$ cat src/rtl/wb_pwm_pkg.sv
// Shared definitions for the Wishbone PWM peripheral: register map,
// field positions and the byte-lane merge used by register writes.
package wb_pwm_pkg;

    localparam int WIN_W = 5;

    localparam logic [WIN_W-1:0] OFF_CTRL   = 5'h00;
    localparam logic [WIN_W-1:0] OFF_PRESC  = 5'h04;
    localparam logic [WIN_W-1:0] OFF_PERIOD = 5'h08;
    localparam logic [WIN_W-1:0] OFF_DUTY   = 5'h0C;
    localparam logic [WIN_W-1:0] OFF_STATUS = 5'h10;

    localparam int CTRL_EN     = 0;
    localparam int CTRL_POL    = 1;
    localparam int CTRL_IRQ_EN = 2;
    localparam int CTRL_W      = 3;

    localparam int STATUS_PEND    = 0;
    localparam int STATUS_CNT_LSB = 16;

    // Replace only the byte lanes selected by sel, keep the rest of old_val.
    function automatic logic [31:0] byte_merge(input logic [31:0] old_val,
                                               input logic [31:0] new_val,
                                               input logic [3:0]  sel);
        logic [31:0] merged;
        for (int i = 0; i < 4; i++) begin
            merged[8*i +: 8] = sel[i] ? new_val[8*i +: 8] : old_val[8*i +: 8];
        end
        return merged;
    endfunction

endpackage

$ cat src/rtl/wb_pwm_core.sv
// PWM engine: prescaler, period counter, double-buffered period/duty and
// registered compare output. Emits a one-cycle pulse on each period wrap.
module wb_pwm_core #(
    parameter int CNT_W = 16
) (
    input  logic             i_clk,
    input  logic             i_rst,
    input  logic             i_en,
    input  logic             i_pol,
    input  logic [15:0]      i_presc,
    input  logic [CNT_W-1:0] i_period_stg,
    input  logic [CNT_W-1:0] i_duty_stg,
    output logic [CNT_W-1:0] o_cnt,
    output logic             o_pwm,
    output logic             o_wrap
);
    import wb_pwm_pkg::*;

    logic             r_en_d;
    logic [15:0]      r_presc;
    logic [CNT_W-1:0] r_cnt;
    logic [CNT_W-1:0] r_act_period;
    logic [CNT_W-1:0] r_act_duty;
    logic             r_pwm;

    logic             w_start;
    logic [CNT_W-1:0] w_period;
    logic [CNT_W-1:0] w_duty;
    logic             w_tick;
    logic             w_at_end;

    // The enabling cycle already counts, using the staging values directly.
    assign w_start  = i_en & ~r_en_d;
    assign w_period = w_start ? i_period_stg : r_act_period;
    assign w_duty   = w_start ? i_duty_stg   : r_act_duty;
    // >= keeps the prescaler from running the full 16-bit range if PRESC shrinks mid-count.
    assign w_tick   = (r_presc >= i_presc);
    assign w_at_end = (r_cnt == w_period);
    assign o_wrap   = i_en & w_tick & w_at_end;

    always_ff @(posedge i_clk) begin
        if (i_rst) begin
            r_en_d       <= 1'b0;
            r_presc      <= '0;
            r_cnt        <= '0;
            r_act_period <= '0;
            r_act_duty   <= '0;
            r_pwm        <= 1'b0;
        end else begin
            r_en_d <= i_en;
            if (!i_en) begin
                r_presc <= '0;
                r_cnt   <= '0;
                r_pwm   <= i_pol;
            end else begin
                r_pwm <= (r_cnt < w_duty) ^ i_pol;
                if (w_start) begin
                    r_act_period <= i_period_stg;
                    r_act_duty   <= i_duty_stg;
                end
                if (w_tick) begin
                    r_presc <= '0;
                    if (w_at_end) begin
                        r_cnt        <= '0;
                        r_act_period <= i_period_stg;
                        r_act_duty   <= i_duty_stg;
                    end else begin
                        r_cnt <= r_cnt + 1'b1;
                    end
                end else begin
                    r_presc <= r_presc + 1'b1;
                end
            end
        end
    end

    assign o_cnt = r_cnt;
    assign o_pwm = r_pwm;

endmodule

$ cat src/rtl/wb_pwm_ctrl.sv
// Wishbone slave front end for the PWM peripheral: address decode, two-clock
// ack, register file with byte enables, sticky PEND and the interrupt line.
module wb_pwm_ctrl
    import wb_pwm_pkg::*;
#(
    parameter logic [31:0] BASE_ADDR = 32'h3000_0100,
    parameter int          CNT_W     = 16
) (
    input  logic        wb_clk_i,
    input  logic        wb_rst_i,
    input  logic        wbs_cyc_i,
    input  logic        wbs_stb_i,
    input  logic        wbs_we_i,
    input  logic [3:0]  wbs_sel_i,
    input  logic [31:0] wbs_adr_i,
    input  logic [31:0] wbs_dat_i,
    output logic        wbs_ack_o,
    output logic [31:0] wbs_dat_o,
    output logic        pwm_out,
    output logic        irq_o
);

    logic              r_ack;
    logic [31:0]       r_dat;
    logic [CTRL_W-1:0] r_ctrl;
    logic [15:0]       r_presc;
    logic [CNT_W-1:0]  r_period;
    logic [CNT_W-1:0]  r_duty;
    logic              r_pend;
    logic              r_irq;

    logic              w_hit;
    logic              w_req;
    logic              w_wr;
    logic [WIN_W-1:0]  w_off;
    logic [31:0]       w_rd_word;
    logic [31:0]       w_wr_word;
    logic              w_w1c;
    logic [CTRL_W-1:0] w_ctrl_nxt;
    logic              w_pend_nxt;
    logic [CNT_W-1:0]  w_cnt;
    logic              w_pwm;
    logic              w_wrap;
    logic              w_unused_bits;

    assign w_hit = wbs_cyc_i & wbs_stb_i & (wbs_adr_i[31:WIN_W] == BASE_ADDR[31:WIN_W]);
    // A request is only taken while ack is low, which forces the idle cycle after each ack.
    assign w_req = w_hit & ~r_ack;
    assign w_wr  = w_req & wbs_we_i;
    assign w_off = wbs_adr_i[WIN_W-1:0];

    always_comb begin
        w_rd_word = '0;
        case (w_off)
            OFF_CTRL:   w_rd_word[CTRL_W-1:0] = r_ctrl;
            OFF_PRESC:  w_rd_word[15:0]       = r_presc;
            OFF_PERIOD: w_rd_word[CNT_W-1:0]  = r_period;
            OFF_DUTY:   w_rd_word[CNT_W-1:0]  = r_duty;
            OFF_STATUS: begin
                w_rd_word[STATUS_PEND]             = r_pend;
                w_rd_word[STATUS_CNT_LSB +: CNT_W] = w_cnt;
            end
            default: w_rd_word = '0;
        endcase
    end

    assign w_wr_word     = byte_merge(w_rd_word, wbs_dat_i, wbs_sel_i);
    assign w_unused_bits = ^w_wr_word;

    assign w_w1c      = w_wr & (w_off == OFF_STATUS) & wbs_sel_i[0] & wbs_dat_i[STATUS_PEND];
    assign w_ctrl_nxt = (w_wr && w_off == OFF_CTRL) ? w_wr_word[CTRL_W-1:0] : r_ctrl;
    // A wrap in the same cycle as a clear leaves PEND set.
    assign w_pend_nxt = w_wrap | (r_pend & ~w_w1c);

    always_ff @(posedge wb_clk_i) begin
        if (wb_rst_i) begin
            r_ack    <= 1'b0;
            r_dat    <= '0;
            r_ctrl   <= '0;
            r_presc  <= '0;
            r_period <= '0;
            r_duty   <= '0;
            r_pend   <= 1'b0;
            r_irq    <= 1'b0;
        end else begin
            r_ack  <= w_req;
            r_dat  <= (w_req && !wbs_we_i) ? w_rd_word : '0;
            r_ctrl <= w_ctrl_nxt;
            if (w_wr && w_off == OFF_PRESC) begin
                r_presc <= w_wr_word[15:0];
            end
            if (w_wr && w_off == OFF_PERIOD) begin
                r_period <= w_wr_word[CNT_W-1:0];
            end
            if (w_wr && w_off == OFF_DUTY) begin
                r_duty <= w_wr_word[CNT_W-1:0];
            end
            r_pend <= w_pend_nxt;
            r_irq  <= w_pend_nxt & w_ctrl_nxt[CTRL_IRQ_EN];
        end
    end

    wb_pwm_core #(
        .CNT_W (CNT_W)
    ) u_core (
        .i_clk        (wb_clk_i),
        .i_rst        (wb_rst_i),
        .i_en         (r_ctrl[CTRL_EN]),
        .i_pol        (r_ctrl[CTRL_POL]),
        .i_presc      (r_presc),
        .i_period_stg (r_period),
        .i_duty_stg   (r_duty),
        .o_cnt        (w_cnt),
        .o_pwm        (w_pwm),
        .o_wrap       (w_wrap)
    );

    assign wbs_ack_o = r_ack;
    assign wbs_dat_o = r_dat;
    assign pwm_out   = w_pwm;
    assign irq_o     = r_irq;

endmodule

$ cat config.mk
export PLATFORM = sky130hd
export DESIGN_NAME = wb_pwm_ctrl
export DESIGN_NICKNAME = d
export VERILOG_FILES = /design/src/rtl/wb_pwm_pkg.sv /design/src/rtl/wb_pwm_core.sv /design/src/rtl/wb_pwm_ctrl.sv
export SDC_FILE = /design/constraint.sdc
export NUM_CORES = 1
export LEC_CHECK = 0
export BUFFER_PORTS_ARGS = -buffer_cell sky130_fd_sc_hd__buf_2
export CAP_MARGIN = 40
export CORE_ASPECT_RATIO = 1.2
export CORE_MARGIN = 4
export CORE_UTILIZATION = 35
export CTS_CLUSTER_DIAMETER = 150
export DETAILED_ROUTE_END_ITERATION = 6
export MAX_ROUTING_LAYER = met4
export PLACE_DENSITY = 0.64
export SYNTH_ARGS = -nofsm -noshare
export SYNTH_HDL_FRONTEND = slang
export SYNTH_SLANG_ARGS = --single-unit
export TNS_END_PERCENT = 10
$ cat constraint.sdc
create_clock -name wb_clk_i -period 8.3 [get_ports wb_clk_i]
set_input_delay 1.66 -clock wb_clk_i [delete_from_list [all_inputs] [get_ports wb_clk_i]]
set_output_delay 1.66 -clock wb_clk_i [all_outputs]
set_load 0.02 [all_outputs]
Word-level counts from Yosys, hierarchy flattened
Cells that the tools add are included.
W data, S select, Z words.

storage, ports and cells
  output and inout bits = 35
  input port bits = 73
  bits in registers = 152
  logic and storage cells = 71

cells by class
  muxes and demuxes = 14
  add/sub/neg operators = 2
  reduce and logical (&&, ||, !) cells = 11
  $lt $le $gt $ge = 2
  bitwise operators = 20
  equality and inequality tests = 6

operator list
  operator                 count
  $mux W16                 7
  $pmux W13 S3             1
  $add A16 B1 Y16 const B  2
  $eq A27 B25 Y1 const B   1
  $eq A16 B16 Y1           1
  $ge A16 B16 Y1           1
  $lt A16 B16 Y1           1
  $mux W8                  2
  $and A1 B1 Y1            12
  $eq A5 B4 Y1 const B     2
  $pmux W2 S4              1
  $not A1 Y1               6
  $reduce_or A3 Y1         2
  $eq A5 B3 Y1 const B     1
  $eq A5 B5 Y1 const B     1
  $logic_and A1 B1 Y1      5
  $logic_not A5 Y1         1
  $pmux W1 S5              1
  $reduce_or A2 Y1         2
  $mux W3                  1
  $logic_not A1 Y1         1
  $mux W1                  1
  $or A1 B1 Y1             1
  $xor A1 B1 Y1            1

Depth between registers and ports, before layout
  word-level depth = 11
  depth in mapped cells = 12
  depth with buffers taken out = 10

Modules after synthesis
From an unflattened synthesis, not the netlist that was laid out.

second synthesis, totals
  cell total of the unflattened synthesis = 947
  area, all modules = 8215.4 sq um

by module, submodules not included
  module       cells each  seq. area each (sq um)  area each (sq um)  times used
  wb_pwm_core  629         1321.3                  4875.9             1
  wb_pwm_ctrl  318         1721.7                  3339.5             1

Least setup slack after synthesis
OpenSTA, ideal clock, no wires.

  kind = in2reg
  start point = input wbs_adr_i[4]
  end point = register r_duty[5]
  setup time = 0.128 ns
  arrival = 3.294 ns
  path slack = 4.879 ns
  buffers on the path = 1
  required time = 8.172 ns
  stages on the path = 6
  cells stage by stage = nor3_1 -> nor4b_4 -> nand3_2 -> buf_2 -> mux2i_1 -> nor2_1

between the ends
  cells in the longest elaborated chain, start to end = 3
  elaborated cells on any way between the ends = 6
  those cells by class = eq/ne (3); mux (2); reduce/logical (1)

ends and longest elaborated chain
  item                                        RTL line                              RTL
  start: declaration                          wb_pwm_ctrl.sv:15                     input logic [31:0] wbs_adr_i,
  $eq A5 B4 Y1, or another cell as far along  wb_pwm_ctrl.sv:54, wb_pwm_ctrl.sv:95
  $pmux W13 S3                                wb_pwm_ctrl.sv:54                     case (w_off)
  $mux W8                                     wb_pwm_pkg.sv:27                      merged[8*i +: 8] = sel[i] ? new_val[8*i +: 8] : old_val[8*i +: 8];
  end signal: assignment                      wb_pwm_ctrl.sv:96                     r_duty <= w_wr_word[CNT_W-1:0];
  end: declaration                            wb_pwm_ctrl.sv:28                     logic [CNT_W-1:0] r_duty;

Several ways; a longest one is shown, not always the timed one.
A chain may end at the register's enable or synchronous reset.

Final worst setup path
  start point = input wbs_adr_i[17]
  end point = register r_dat[21], in the netlist wbs_dat_o[21]

between the ends
  cells in the longest elaborated chain, start to end = 6

ends and longest elaborated chain
  item                               RTL line           RTL
  $eq A27 B25 Y1                     wb_pwm_ctrl.sv:46  assign w_hit = wbs_cyc_i & wbs_stb_i & (wbs_adr_i[31:WIN_W] == BASE_ADDR[31:WIN_W]);
  $and A1 B1 Y1                      wb_pwm_ctrl.sv:46
  $and A1 B1 Y1                      wb_pwm_ctrl.sv:48  assign w_req = w_hit & ~r_ack;
  $logic_and A1 B1 Y1                wb_pwm_ctrl.sv:87  r_dat <= (w_req && !wbs_we_i) ? w_rd_word : '0;
  $not A1 Y1 (no source line)        -
  $reduce_or A3 Y1 (no source line)  -
  end signal: assignment             wb_pwm_ctrl.sv:87
  end: declaration                   wb_pwm_ctrl.sv:24  logic [31:0] r_dat;

Every way passes these cells.

==> impl_metrics.toml <==
[synth]
synthCells = 868
yosysMostFrequentCell = "dfxtp_1"
yosys-top-cells-area = "dfxtp_1 40%, mux2i_1 8.9%, nor2_1 6.2%"
ys_warn_count = 0
synthDistinctLibCells = 55
synth_common_cells = "152 x dfxtp_1, 125 x nor2_1, 68 x mux2i_1, 68 x nand2b_1, 67 x nand2_1"
synth_seq_cells = 152
synth-edff-count = 0
yosysTopAreaCell = "dfxtp_1"
synthArstFlopShare = 0
synth.avg_cell_area_sq_um = 8.787
synth_nets = 974
syn-cell-area_sq_um = 7627
netlist.area_leader.share = 0.3990
ys.flop_type = "dfxtp_1"
ys_seq_area_frac = 0.3990

[worst_setup_path]
crit_type = "input port to register"
start_kind = "input port"
cp_max_fo = 23
cp.arrival_ns = 3.93
cp-end-kind = "register"
required_ns = 8.67

[route]
wl_mm = 18.51
drtIter0Drc = 366
ant_nets = 0
detail_route.vias_per_cell = 5.057
drc = 0
vias = 6175
first_pass_iters = 5
wl_per_cell_microns = 15.16

[final_layout]
layout.nets = 1045
utilization = 0.4173
finalInstanceArea_sq_um = 8842
layout-drive-gt1-share = 0.1504
antenna_cells = 0
area_delta_synth_final_pct = 15.93
stdcell_count = 1221
fillers = 2095

[cts]
cts_hold_buf = 0
numCtsBuffers = 17
cts_tree = "built"
clockBufferDepth = 2
root_buffer = "clkbuf_16"
htree_levels = 4
cts-resized-gates = 0
clkLatencyLatePin_ns = 0.43
clk_pin_slew_ns = 0.06
cts.sinks = 152
post_cts_buffers = 0

[sta]
fin_setup_tns_ns = 0
finClkSkew_ns = 0.01698
period_needed_ns = 3.566
rsz0062_at_grt = "false"
worst_slew_pin_slew_ns = 0.8559
fmax_mhz = 280.4
drv_slew = 0
relSlewSlack = 0.4280
fin_crit_sh = 0.4297
setup_viol = 0
hold_viol = 0

[global_routing]
grt_first_pass_wirelength_mm = 29.58
grtUsageMet3 = 0.02790
grt_util_all_layers = 0.1569
grt_use_met2 = 0.2680
grt_max_degree = 99
met1_usage = 0.1865
grt_antenna_before_repair = 0
grt.busiest_layer = "met2"
grt_pass1_vias = 5908
grt_remaining_overflow = 0

[die]
die_y_microns = 169.7
fp-row-count = 58
start_util = 0.3599
die_w_microns = 142.8
die-area_sq_um = 24230
core_area_sq_um = 21190
ios = 108

[outcome]
status = "finished clean"

[place]
dp.cells = 1190
place_congestion = 0.8356
place_area_sq_um = 8250
dpl.hpwl_mm = 13.71
portBuffers = 89

[power_and_ir_drop]
cellPowerDensity_nw_per_um2 = 175.9
total_power_mw = 1.555
ir_worst_vdd_mv = 0.1410
p_leak_nw = 3.679

[run]
cap_violations = 0

[hold_path]
min_path_type = "register to register"
[sequential cells by signal, indices dropped and copies added, names as in the netlist, 3 cells and up]
| register | cells |
|---|---|
| u_core.r_act_period | 16 |
| r_period | 16 |
| wbs_dat_o | 32 |
| u_core.o_cnt | 16 |
| u_core.r_act_duty | 16 |
| u_core.r_presc | 16 |
| r_presc | 16 |
| r_ctrl | 3 |
| r_duty | 16 |
[worst max-delay path, cell delays in order]
cell and delay, ns:
buf_2 0.09, nor4b_1 0.32, nand4_1 0.25, nor3_1 0.27
nand2_1 0.54, nor2_1 0.59, and2_1 0.20
[final cells by class]
type,count,area (sq um),share of cell area
Timing Repair Buffer,97,525.5,0.05943
Inverter,35,131.4,0.01486
Multi-Input combinational cell,636,4213,0.4764
Sequential cell,152,3043,0.3441
Clock buffer,19,442.9,0.05009
Tap cell,270,337.8,0.03821
Clock inverter,12,148.9,0.01684
[stage by stage]
step	hold WS, ns	setup slack (ns)
after CTS	0.4767	4.660
after global placement	0.4596	4.252
after global routing	0.4961	4.294
final	0.4752	4.734
after floorplan	0.4512	4.879
after detailed placement	0.4662	4.231
[power breakdown]
group | leakage [nW] | internal (mW) | switching [mW]
Clock | 0.293 | 0.478 | 0.301
Combinational | 2.16 | 0.0196 | 0.0265
Sequential | 1.22 | 0.729 | 0.0000000000234
[routing by layer]
layer | vias up | part of all wire
met1 | 2894 | 0.46
met5 | - | 0
met4 | 0 | 0.016
li1 | 3130 | -
met3 | 20 | 0.031
met2 | 131 | 0.49
[cells in the final DEF, fill, tap and decap left out, types with 3 or more instances in the layout]
cell         n
a211oi_1    19
nand4_1      9
nor3_1      31
a22o_1      13
nand3_1     12
xnor2_1     26
clkinv_2     5
buf_2       89
nor2b_1     14
ha_1        33
dfxtp_1    152
o21ai_0     35
inv_1       35
xor2_1      12
and2_1      12
nand2_1     67
o22ai_1      3
mux2_2       5
nand2b_1    68
a21oi_1     19
nor2_1     125
nor4b_1      5
a21o_1       7
mux2i_1     68
bufinv_16    3
and3_1       4
buf_4        7
clkbuf_16   17
a22oi_1      3
a2111oi_0    4
nor4_1      10
[path summary, 6_finish.rpt]
| path | depth (start not counted) | slack (ns) | from | end |
|---|---|---|---|---|
| worst max-delay path | 7 | 4.73 | wbs_adr_i[17] | wbs_dat_o[21] |
| worst min-delay path | 2 | 0.48 | u_core.r_act_duty[7] | u_core.r_act_duty[7] |
| worst max register to register | 11 | 4.78 | r_ctrl[0] | u_core.o_pwm |
| worst min register to register | 2 | 0.48 | u_core.r_act_duty[7] | u_core.r_act_duty[7] |
[cell families after synthesis]
logic type,count (synthesis),share of synthesized area
AND/OR/NAND/NOR,371,0.2403
flip-flops,152,0.3990
XOR/XNOR,38,0.04364
multiplexers,76,0.1060
buffers and inverters,80,0.04938
AO/OA/AOI/OAI,118,0.1076
adder cells (fa/ha/maj),33,0.05413
No activity file was read; power rests on OpenSTA's default activity.
